$ cat src/rtl/spi_master_burst.sv
// rtl/spi_master_burst.sv - SPI master with SCK divider, CS framing and multi-word bursts
// Optional receive loopback from the MOSI register: SPI_MASTER_LOOPBACK_EN
module spi_master_burst #(
    parameter int   DATA_W = 8,
    parameter int   DIV_W  = 8,
    parameter logic CPOL   = 1'b0
) (
    input  logic              clk,
    input  logic              rst_n,
    input  logic [DIV_W-1:0]  half_div,
    input  logic              tx_valid,
    output logic              tx_ready,
    input  logic [DATA_W-1:0] tx_data,
    input  logic              tx_last,
    output logic              rx_valid,
    output logic [DATA_W-1:0] rx_data,
    output logic              busy,
    output logic              spi_ss_n,
    output logic              spi_sck,
    output logic              spi_mosi,
`ifdef SPI_MASTER_LOOPBACK_EN
    input  logic              loopback,
`endif
    input  logic              spi_miso
);

    localparam int CNT_W = $clog2(DATA_W + 1);
    localparam logic [CNT_W-1:0] CNT_FULL = CNT_W'(DATA_W);

    localparam logic [2:0] ST_IDLE  = 3'd0;
    localparam logic [2:0] ST_SETUP = 3'd1;
    localparam logic [2:0] ST_SHIFT = 3'd2;
    localparam logic [2:0] ST_NEXT  = 3'd3;
    localparam logic [2:0] ST_HOLD  = 3'd4;

    logic [2:0]        state_q, state_d;
    logic [DATA_W-1:0] shift_q, shift_d;
    logic [CNT_W-1:0]  cnt_q, cnt_d;
    logic [DIV_W-1:0]  div_q, div_d;
    logic [DIV_W-1:0]  h_q, h_d;
    logic              last_q, last_d;
    logic              sck_q, sck_d;
    logic              ss_n_q, ss_n_d;
    logic              mosi_q, mosi_d;
    logic              rx_valid_q, rx_valid_d;
    logic [DATA_W-1:0] rx_data_q, rx_data_d;
    logic              rx_bit;
    logic              accept;

`ifdef SPI_MASTER_LOOPBACK_EN
    assign rx_bit = loopback ? mosi_q : spi_miso;
`else
    assign rx_bit = spi_miso;
`endif

    assign tx_ready = (state_q == ST_IDLE) || (state_q == ST_NEXT && !last_q);
    assign accept   = tx_valid && tx_ready;
    assign busy     = (state_q != ST_IDLE);
    assign rx_valid = rx_valid_q;
    assign rx_data  = rx_data_q;
    assign spi_ss_n = ss_n_q;
    assign spi_sck  = sck_q;
    assign spi_mosi = mosi_q;

    always_comb begin
        state_d    = state_q;
        shift_d    = shift_q;
        cnt_d      = cnt_q;
        div_d      = div_q;
        h_d        = h_q;
        last_d     = last_q;
        sck_d      = sck_q;
        ss_n_d     = ss_n_q;
        mosi_d     = mosi_q;
        rx_valid_d = 1'b0;
        rx_data_d  = rx_data_q;
        case (state_q)
            ST_IDLE, ST_NEXT: begin
                if (accept) begin
                    shift_d = tx_data;
                    last_d  = tx_last;
                    h_d     = half_div;
                    div_d   = half_div;
                    ss_n_d  = 1'b0;
                    mosi_d  = tx_data[DATA_W-1];
                    state_d = ST_SETUP;
                end else if (state_q == ST_NEXT && last_q) begin
                    div_d   = h_q;
                    state_d = ST_HOLD;
                end
            end
            ST_SETUP: begin
                if (div_q == '0) begin
                    div_d   = h_q;
                    cnt_d   = CNT_FULL;
                    state_d = ST_SHIFT;
                end else begin
                    div_d = div_q - 1'b1;
                end
            end
            ST_SHIFT: begin
                if (div_q != '0) begin
                    div_d = div_q - 1'b1;
                end else begin
                    div_d = h_q;
                    if (cnt_q == '0) begin
                        // Mode 0 finishes on a falling edge; mode 3 is already idle-high
                        sck_d      = CPOL;
                        rx_valid_d = 1'b1;
                        rx_data_d  = shift_q;
                        state_d    = ST_NEXT;
                    end else begin
                        sck_d = ~sck_q;
                        if (!sck_q) begin
                            shift_d = {shift_q[DATA_W-2:0], rx_bit};
                            cnt_d   = cnt_q - 1'b1;
                        end else if (cnt_q != CNT_FULL) begin
                            // The mode 3 leading falling edge keeps the MSB on the line
                            mosi_d = shift_q[DATA_W-1];
                        end
                    end
                end
            end
            ST_HOLD: begin
                if (div_q == '0) begin
                    ss_n_d  = 1'b1;
                    state_d = ST_IDLE;
                end else begin
                    div_d = div_q - 1'b1;
                end
            end
            default: state_d = ST_IDLE;
        endcase
    end

    always_ff @(posedge clk) begin
        if (!rst_n) begin
            state_q    <= ST_IDLE;
            shift_q    <= '0;
            cnt_q      <= '0;
            div_q      <= '0;
            h_q        <= '0;
            last_q     <= 1'b0;
            sck_q      <= CPOL;
            ss_n_q     <= 1'b1;
            mosi_q     <= 1'b0;
            rx_valid_q <= 1'b0;
            rx_data_q  <= '0;
        end else begin
            state_q    <= state_d;
            shift_q    <= shift_d;
            cnt_q      <= cnt_d;
            div_q      <= div_d;
            h_q        <= h_d;
            last_q     <= last_d;
            sck_q      <= sck_d;
            ss_n_q     <= ss_n_d;
            mosi_q     <= mosi_d;
            rx_valid_q <= rx_valid_d;
            rx_data_q  <= rx_data_d;
        end
    end

endmodule
$ cat config.mk
export PLATFORM = sky130hd
export DESIGN_NAME = spi_master_burst
export DESIGN_NICKNAME = d
export VERILOG_FILES = /design/src/rtl/spi_master_burst.sv
export SDC_FILE = /design/constraint.sdc
export NUM_CORES = 1
export LEC_CHECK = 0
export ABC_AREA = 1
export BUFFER_PORTS_ARGS = -buffer_cell sky130_fd_sc_hd__buf_2
export CORE_ASPECT_RATIO = 2
export CORE_UTILIZATION = 35
export DETAILED_ROUTE_END_ITERATION = 10
export PLACE_DENSITY = 0.64
export SLEW_MARGIN = 15
export SYNTH_ARGS = -nofsm -noshare
export SYNTH_HDL_FRONTEND = slang
export SYNTH_SLANG_ARGS = --single-unit
$ cat constraint.sdc
create_clock -name clk -period 1.85 [get_ports clk]
set_input_delay 0.185 -clock clk [delete_from_list [all_inputs] [get_ports clk]]
set_output_delay 0.185 -clock clk [all_outputs]
set_load 0.005 [all_outputs]
==> out/results.ini <==
[outcome]
status=complete, no violations

[power_and_ir_drop]
vdd_drop_max_mv=0.710
p_sw_mw=2.46
leakage_nw=1.52
intPower_mw=2.95
pwr-share-comb=0.534
power_mw=5.41
p_per_area_mw_per_mm2=1780
swShare=0.455
seq_power_share=0.255
p_clk_frac=0.211

[yosys]
synth-seq-area-share=0.345
synth_seq_cells=44
post_synth.cell_area_avg_um2=6.35
yosysWarnings=0
netlist_area_mm2=0.00255
synth_cell_type_count=30
synth_cells=402
synth_nets=426

[placement]
place_area_mm2=0.00282
hpwl_um=5270
gp_congestion=0.871
placed_cells=523
io_buffers=34

[clock_tree]
clk_latency_ns=0.29
clock_path_buffers=2
htreeDepth=2
cts_made_buffers=5
cts_tree=built
cts_root_buf=clkbuf_16
clk_pin_slew_ns=0.06
cts_sinks=44
ctsHoldBuffers=0

[sta]
slew_headroom=0.647
setup_violations=0
layout_worst_path_cycle_share=0.925
whs_ns=0.182
max_slew.worst_pin.slew_ns=0.529
hold_viol=0
fmax_mhz=584
finalMaxSlewViolations=0
finalCriticalPeriod_ns=1.71
skew_ns=0.00531

[setup_path]
worstPathRequired_ns=2.03
cp-startpoint=div_q[1]
path_class=reg2reg
endpoint_kind=register
cp_max_fo=10
cp-endpoint=shift_q[0]
reg2reg_slack_ns=0.14
cp.arrival_ns=1.90
start_kind=register
reg2reg_depth=9
r2r_start=div_q[1]
r2r-end=shift_q[0]

[layout]
drive_above_1_share=0.192
final_cell_area_mm2=0.00304
final_nets=466
final_common_cell=nand2_1
final_cell_mix=129 x nand2_1, 51 x nor2_1, 44 x dfxtp_1
diodes=0
layout.cells.non_filler=532
syn2layout_area_growth_pct=19.1
fill_cells=793

[hold_path]
hp-start=half_div[5]
hold_class=in2reg

[global_routing]
antenna_found_initial=0
grt_max_degree=21
grt_pass1_wl_um=11600
grt.total_usage=0.196
overflow=0
grt_util_met2=0.391
met1_usage=0.185
grt_pass1_vias=2537
grt-busiest-layer=met2
grt_use_met3=0.0242

[drt]
drc=0
vias=2627
drt_first_iter_violations=109
vias_per_cell=4.94
routed_wl_um=7040
wl_per_cell_um=13.2
ant_nets=0
dr.pass1.iters=4

[flow_run]
drv_cap=0

[die]
dieArea_mm2=0.00766
die_h_um=123
io-pin-count=35
die_w_um=62.4
initial_core_util=0.365
core-area_mm2=0.00699
row_count=43

==> flip-flops by register name, summed over array words and instances (netlist names) <==
register,flops
cnt_q,4
div_q,8
h_q,8
last_q,1
rx_data,8
rx_valid,1
shift_q,8
spi_mosi,1
spi_sck,1
spi_ss_n,1
state_q,3
==> what timing repair did <==
| item | 4_1_cts | 5_1_grt |
|---|---|---|
| setup buffers | 0 | 1 |
| endpoints found under the hold margin | 0 | 0 |
| gates resized for setup | 0 | 5 |
| endpoints found under the setup margin | 0 | 9 |
==> per-stage QoR <==
stage | setup WS [ns] | TNS (ns) | utilization
global route | -0.00133 | -0.00133 | 0.435
detailed placement | 0.161 | 0 | 0.404
global placement | 0.189 | 0 | 0.404
CTS | 0.146 | 0 | 0.430
finish | 0.139 | 0 | 0.435
floorplan | 0.280 | 0 | -
==> power by group through the flow <==
stage	combinational (mW)	clock [mW]	sequential, mW
4_1_cts	2.78	1.16	1.38
6_report	2.89	1.14	1.38
3_3_place_gp	2.71	0	1.39
5_1_grt	3.31	1.20	1.41
2_1_floorplan	2.17	0	1.36
3_5_place_dp	2.76	0	1.40
==> Yosys cell counts <==
| library cell | number | share of area |
|---|---|---|
| buf_6 | 3 | 0.013 |
| nand3b_1 | 3 | 0.0088 |
| nor2_4 | 1 | 0.0044 |
| or2_0 | 1 | 0.0025 |
| nand2_1 | 129 | 0.19 |
| and2_1 | 1 | 0.0025 |
| a21oi_1 | 23 | 0.045 |
| nor2_1 | 52 | 0.076 |
| inv_1 | 43 | 0.063 |
| a21oi_2 | 1 | 0.0034 |
| o211ai_1 | 1 | 0.0029 |
| nand2_4 | 3 | 0.013 |
| o21ai_4 | 1 | 0.0064 |
| nand2_2 | 5 | 0.012 |
| nand4_1 | 7 | 0.017 |
| buf_2 | 2 | 0.0039 |
| nand3_2 | 2 | 0.0078 |
| ha_1 | 3 | 0.015 |
| nand3_4 | 2 | 0.014 |
| nor2_2 | 5 | 0.012 |
| buf_4 | 1 | 0.0029 |
| or2_2 | 3 | 0.0074 |
| dfxtp_1 | 44 | 0.34 |
| xor2_1 | 1 | 0.0034 |
| inv_2 | 7 | 0.010 |
| xnor2_1 | 1 | 0.0034 |
| nand3_1 | 33 | 0.065 |
| clkbuf_1 | 4 | 0.0059 |
| o21ai_0 | 19 | 0.037 |
| a21oi_4 | 1 | 0.0064 |
==> cells by family (layout without fill, tap and decap cells) <==
family,count (synthesis),in the layout,share of synthesized area
xor gates and xnor gates,2,2,0.00686
and+or+nand+nor,247,248,0.433
buffers and inverters,60,99,0.0995
adders and majority gates,3,3,0.0147
DFF,44,44,0.345
AOI/OAI and AO/OA,46,46,0.101
==> how the worst min path moves through the flow <==
stage                             to  cells after the start
final                         h_q[5]                      3
after global routing          h_q[5]                      3
after CTS                     h_q[5]                      3
after detailed placement  rx_data[2]                      2
after global placement    rx_data[2]                      2
after floorplan               h_q[5]                      2
==> worst max-delay path: stages, from the launching register on <==
cell	delay, ns
dfxtp_1	0.31
inv_1	0.11
ha_1	0.18
nand3_2	0.11
inv_2	0.09
nand2_4	0.10
o21ai_4	0.28
nand3_2	0.23
nor2_1	0.14
nor2_1	0.06
==> final cells by class <==
| cell class | count | area [µm²] | share of cell area |
|---|---|---|---|
| clock inverters | 2 | 60.1 | 0.0197 |
| multi-input cells | 299 | 1450 | 0.475 |
| flip-flops and latches | 44 | 881 | 0.290 |
| clock buffers | 5 | 125 | 0.0411 |
| repair buffers | 42 | 230 | 0.0757 |
| inverters | 50 | 188 | 0.0617 |
| well taps | 90 | 113 | 0.0370 |
==> per-layer routing <==
layer | share of wire | wire length, µm
met2 | 0.58 | 4060
met1 | 0.36 | 2520
met3 | 0.025 | 179
met4 | 0.040 | 284
met5 | 0 | 0
No activity file was read; power rests on OpenSTA's default activity.
